==> config.mk <==
export PLATFORM = sky130hd
export DESIGN_NAME = tx_bus_arbiter
export DESIGN_NICKNAME = d
export VERILOG_FILES = /design/src/rtl/tx_bus_arbiter.sv
export SDC_FILE = /design/constraint.sdc
export NUM_CORES = 1
export LEC_CHECK = 0
export ABC_AREA = 1
export BUFFER_PORTS_ARGS = -buffer_cell sky130_fd_sc_hd__buf_2
export CAP_MARGIN = 20
export CORE_MARGIN = 4
export CORE_UTILIZATION = 46
export CTS_CLUSTER_SIZE = 8
export DETAILED_ROUTE_END_ITERATION = 8
export PLACE_DENSITY = 0.81
export SYNTH_ARGS = -nofsm -noshare
export SYNTH_HDL_FRONTEND = slang
export SYNTH_SLANG_ARGS = --single-unit
==> constraint.sdc <==
create_clock -name clk -period 2.37 [get_ports clk]
set_clock_uncertainty 0.15 [all_clocks]
set_input_delay 0 -clock clk [delete_from_list [all_inputs] [get_ports clk]]
set_output_delay 0 -clock clk [all_outputs]
set_load 0.02 [all_outputs]
==> src/rtl/tx_bus_arbiter.sv <==
// tx_bus_arbiter
//   Shares one serial TX/RX memory channel between the data-access unit (d_*)
//   and the instruction prefetcher (p_*). It arbitrates command issue and
//   forwards the started pulse to the requester that was granted. A small tag
//   FIFO records the issue order of reads, and returning RX strobes are
//   steered to the requester that owns the oldest outstanding read.
//
// Ports
//   clk, reset                        clock, synchronous active-high reset
//   d_cmd_valid/d_cmd/d_expect_resp   data unit request, header, read flag
//   d_cmd_started                     data command accepted (combinational)
//   d_rx_data_valid/d_rx_done         RX strobe/completion for the data unit
//   p_cmd_valid/p_cmd                 prefetch request (always a read)
//   p_cmd_started                     prefetch command accepted
//   p_rx_data_valid/p_rx_done         RX strobe/completion for the prefetcher
//   tx_command_valid/tx_command       offer to the TX serializer
//   tx_command_started/tx_done        TX accept / transaction finished
//   rx_data_valid/rx_done             RX payload strobe / completion
//   owner                             0=data 1=prefetch, owner of current/last TX
//   err_unsolicited                   sticky: rx_done with nothing pending
module tx_bus_arbiter #(
   parameter int CMD_BITS        = 2,
   parameter int MAX_OUTSTANDING = 2,
   parameter int STARVE_LIMIT    = 3
) (
   input  logic                clk,
   input  logic                reset,
   input  logic                d_cmd_valid,
   input  logic [CMD_BITS-1:0] d_cmd,
   input  logic                d_expect_resp,
   output logic                d_cmd_started,
   output logic                d_rx_data_valid,
   output logic                d_rx_done,
   input  logic                p_cmd_valid,
   input  logic [CMD_BITS-1:0] p_cmd,
   output logic                p_cmd_started,
   output logic                p_rx_data_valid,
   output logic                p_rx_done,
   output logic                tx_command_valid,
   output logic [CMD_BITS-1:0] tx_command,
   input  logic                tx_command_started,
   input  logic                tx_done,
   input  logic                rx_data_valid,
   input  logic                rx_done,
   output logic                owner,
   output logic                err_unsolicited
);

   localparam int SW = $clog2(STARVE_LIMIT + 1);
   localparam int CW = $clog2(MAX_OUTSTANDING + 1);

   typedef enum logic {IDLE, BUSY} state_t;

   state_t                     state_q, state_d;
   logic [SW-1:0]              starve_q;
   logic [CW-1:0]              count_q, count_d;
   // Tag FIFO kept as a shift register: entry 0 is always the head.
   logic [MAX_OUTSTANDING-1:0] tags_q, tags_d;

   logic sel_p, start, push, pop, empty, full, head;
   int   wr_idx;

   assign empty = (count_q == '0);
   assign full  = (count_q == CW'(MAX_OUTSTANDING));
   assign head  = tags_q[0];

   // Prefetcher wins when data is absent or it has waited STARVE_LIMIT grants.
   assign sel_p            = !d_cmd_valid || (starve_q == SW'(STARVE_LIMIT));
   assign tx_command       = sel_p ? p_cmd : d_cmd;
   // A full FIFO blocks writes too, so issue order never needs reordering.
   assign tx_command_valid = (state_q == IDLE) && (d_cmd_valid || p_cmd_valid) && !full;
   assign start            = tx_command_valid && tx_command_started;
   assign d_cmd_started    = start && !sel_p;
   assign p_cmd_started    = start && sel_p;

   assign push = start && (sel_p || d_expect_resp);
   assign pop  = rx_done && !empty;

   assign d_rx_data_valid = rx_data_valid && !empty && !head;
   assign d_rx_done       = rx_done       && !empty && !head;
   assign p_rx_data_valid = rx_data_valid && !empty && head;
   assign p_rx_done       = rx_done       && !empty && head;

   // Next state. A start can only occur in IDLE, so a start coinciding with
   // tx_done always lands in BUSY.
   always_comb begin
      state_d = state_q;
      case (state_q)
         IDLE:    if (start)   state_d = BUSY;
         BUSY:    if (tx_done) state_d = IDLE;
         default: state_d = IDLE;
      endcase
   end

   // Tag FIFO next value. On a simultaneous pop the new tag lands one slot
   // lower because the existing entries shift down in the same cycle.
   always_comb begin
      tags_d  = tags_q;
      count_d = count_q;
      wr_idx  = pop ? int'(count_q) - 1 : int'(count_q);
      if (pop) begin
         for (int i = 0; i < MAX_OUTSTANDING - 1; i++)
            tags_d[i] = tags_q[i+1];
         tags_d[MAX_OUTSTANDING-1] = 1'b0;
      end
      if (push) begin
         for (int i = 0; i < MAX_OUTSTANDING; i++)
            if (i == wr_idx) tags_d[i] = sel_p;
      end
      if (push && !pop)      count_d = count_q + 1'b1;
      else if (pop && !push) count_d = count_q - 1'b1;
   end

   always_ff @(posedge clk) begin
      if (reset) begin
         state_q         <= IDLE;
         starve_q        <= '0;
         count_q         <= '0;
         tags_q          <= '0;
         owner           <= 1'b0;
         err_unsolicited <= 1'b0;
      end else begin
         state_q <= state_d;
         count_q <= count_d;
         tags_q  <= tags_d;
         if (start) begin
            owner <= sel_p;
            if (!sel_p && p_cmd_valid)
               starve_q <= (starve_q == SW'(STARVE_LIMIT)) ? starve_q : starve_q + 1'b1;
            else
               starve_q <= '0;
         end
         if (rx_done && empty) err_unsolicited <= 1'b1;
      end
   end

endmodule
==> metrics.txt <==
run status=completed; synthesized flop and latch total=9; Initial DRT Pass Iterations=4; Main synth FF type=dfxtp_1; synth unique cells=20; Post-Syn Instances=92; average size of a mapped cell=between 6 and 7 um2; CP Launch Type=register; die area=1960 um2; fin. max-slew vios=0; final-layout fill cell count=around 110; I/O pins=24; H-tree Lvls=1; Pleak=~0.44 nW; top routing layer in use=met4; post-synthesis share of cell area spent on xor and xnor gates=0.0145; Total Power=a little over 0.8 mW; Simple-Gate Fraction of Synth Area=0.351; kind of cell adding the most delay to the critical path=adder cells; Root Driver=clkbuf_4; worst min-delay path category=in2reg; count of flip-flops with a built-in enable after synthesis=0; GRT Residual Overflow=0; Place WS=~240 ps; Worst Path Arrival=roughly 2200 ps; met3 WL=~76 um; Placed Instances=about 130; Worst-Skew Late Latency=between 200 and 300 ps; post-synthesis adder-cell area fraction=0.103; routed vias=671; ys async rst share=0; cells along the critical path=inv_1 > ha_1 > nor2_2 > nand3_4 > nor2_2 > ha_1 > a21oi_1 > o21ai_1 > o21ai_1 > a21oi_1; post-layout net count=144; CP max-delay cell=dfxtp_1; setup TNS=0 ps; FMAX=466 MHz; Area contributors post-synth=dfxtp_1 (30%), nand2_1 (14%), ha_1 (10%); Pwr per Cell Area=slightly below 1000 nW/um2; post-CTS setup buffers=0; largest area contributor in the netlist=dfxtp_1; mux contribution to synthesized area=0; Num CTS Buffers=3; worst rel slew slack=0.839; Final Hold Fails=0; minimum clock period=around 2100 ps; Routability Congestion=about 0.83; Met1 Routed Length=a little under 700 um; Largest stage delay, worst path=380 ps; iteration-0 DRC count of the detailed router=7; Post-Syn Area=between 600 and 700 um2; DRC=0; initial core utilization=0.517; ANT cells=0; Yosys warnings=0; Fin Hold WS=roughly 63 ps; Max-Cap Viols=0; largest net degree at the start of global routing=9; Setup CP Type=reg2reg; most common cell in the netlist=nand2_1; Syn Nets=110; Cell Count, Final, Fillers Out=between 100 and 150; Setup-failing EPs final=0; top cell type's share of synthesized area=0.298; clk buf depth=2; RSZ-0062 raised after global routing=false; commonest cells in the netlist=nand2_1 (23), inv_1 (13), nor2_1 (12), dfxtp_1 (9), a21oi_1 (7); # resized after CTS=0; CP Capture Type=register; Peak supply drop=slightly below 600 uV; post-synthesis compound-gate area fraction=0.122; Worst-path clk slew=~60 ps; Routed Antenna Nets=0; register area share after synthesis=0.298; main combinational cell family by area after synthesis=simple AND/OR/NAND/NOR gates; DR vias/cell=about 4.8; die width=about 44 um; first-pass GRT wire length=between 2000 and 2500 um; layout cells sized above 1=0.288; Area growth syn-to-layout=36.6%; I/O Buffers=23; Site Rows=12; Post-DP HPWL=1080 um; antenna violations before repair=0; area of the core=~1200 um2; worst setup margin=between 200 and 250 ps; DR WL/cell=10.8 um; Tcrit/Tclk final=0.905; GRT Resource Usage Total=0.170; Die Span Y=~44 um; critical-path maximum fanout=8; CTS tree=built; worst slew pin tran=between 200 and 250 ps; routed wire length=1500 um; met2 routed WL=714 um; Clock Sinks=9; vias in the first global route=610; buffer and inverter count on the worst path=1; required time of the critical path=2370 ps
==> kinds of logic after synthesis <==
group                    after synthesis
XOR/XNOR                               1
AO/OA/AOI/OAI                         13
flip-flops                             9
adder cells (fa/ha/maj)                5
buffers and inverters                 17
AND/OR/NAND/NOR                       47
==> flip-flops by register name, indices dropped and copies added, names as in the netlist <==
register and cells:
count_q 2, tags_q 2, err_unsolicited 1, starve_q 2
state_q 1, owner 1
==> metal layers <==
| metal | up-vias | global-route usage |
|---|---|---|
| met5 | - | 0 |
| met2 | 18 | 0.288 |
| met4 | 0 | 0.102 |
| met3 | 4 | 0.0285 |
| li1 | 352 | - |
| met1 | 297 | 0.199 |
==> tightest hold or removal path: cells and delay by family <==
family / cells / cell delay [ps]
AND/OR/NAND/NOR: 3 / 290
AO/OA/AOI/OAI: 1 / 90
buffers and inverters: 1 / 70
==> cell type report <==
type | instances | area (um2) | area share
timing repair buffer | 30 | 185 | 0.224
sequential | 9 | 180 | 0.218
clock buffer | 4 | 26.3 | 0.0318
inverter | 16 | 60.1 | 0.0726
tap | 14 | 17.5 | 0.0212
multi-input combinational | 66 | 358 | 0.433
==> cell usage in the layout, fill, tap and decap left out <==
master | synthesis | routed
inv_1 | 13 | 13
nand3_4 | 1 | 1
a21oi_1 | 7 | 7
clkbuf_1 | 0 | 1
dlygate4sd3_1 | 0 | 7
clkbuf_4 | 0 | 3
o21ai_1 | 2 | 2
o21ai_0 | 1 | 1
xor2_1 | 1 | 1
nor2_2 | 3 | 3
nand2_1 | 23 | 23
dfxtp_1 | 9 | 9
inv_2 | 3 | 3
a21oi_2 | 1 | 1
nand3_1 | 2 | 2
and2_1 | 1 | 1
nor2_1 | 12 | 12
nand2_2 | 2 | 2
nand4_1 | 1 | 1
buf_2 | 0 | 23
a211oi_1 | 2 | 2
ha_1 | 5 | 5
nor3_1 | 2 | 2
==> where the power goes <==
part / internal [mW] / switching [mW] / total, mW
Combinational: 0.171 / 0.295 / 0.466
Clock: 0.0651 / 0.0574 / 0.123
Sequential: 0.190 / 0.0295 / 0.220
Total: 0.426 / 0.382 / 0.808
==> per-stage QoR <==
step | util | instance area (um2)
3_3_place_gp | 0.624 | 731
5_1_grt | 0.706 | 827
3_5_place_dp | 0.624 | 731
4_1_cts | 0.706 | 827
2_1_floorplan | - | 606
6_report | 0.706 | 827
==> what timing repair did <==
item,in CTS,in global routing
hold buffers,7,0
endpoints found under the hold margin,7,0
setup endpoints to repair,0,0
==> path summary, 6_finish.rpt <==
check                                startpoint              end  slack [ps]  cells after the start
worst min register to register  err_unsolicited  err_unsolicited         310                      2
worst max register to register       count_q[0]       count_q[1]         220                     10
worst max-delay path                 count_q[0]       count_q[1]         220                     10
worst min-delay path              d_expect_resp        tags_q[0]          60                      5
(Power assumes the default switching activity.)
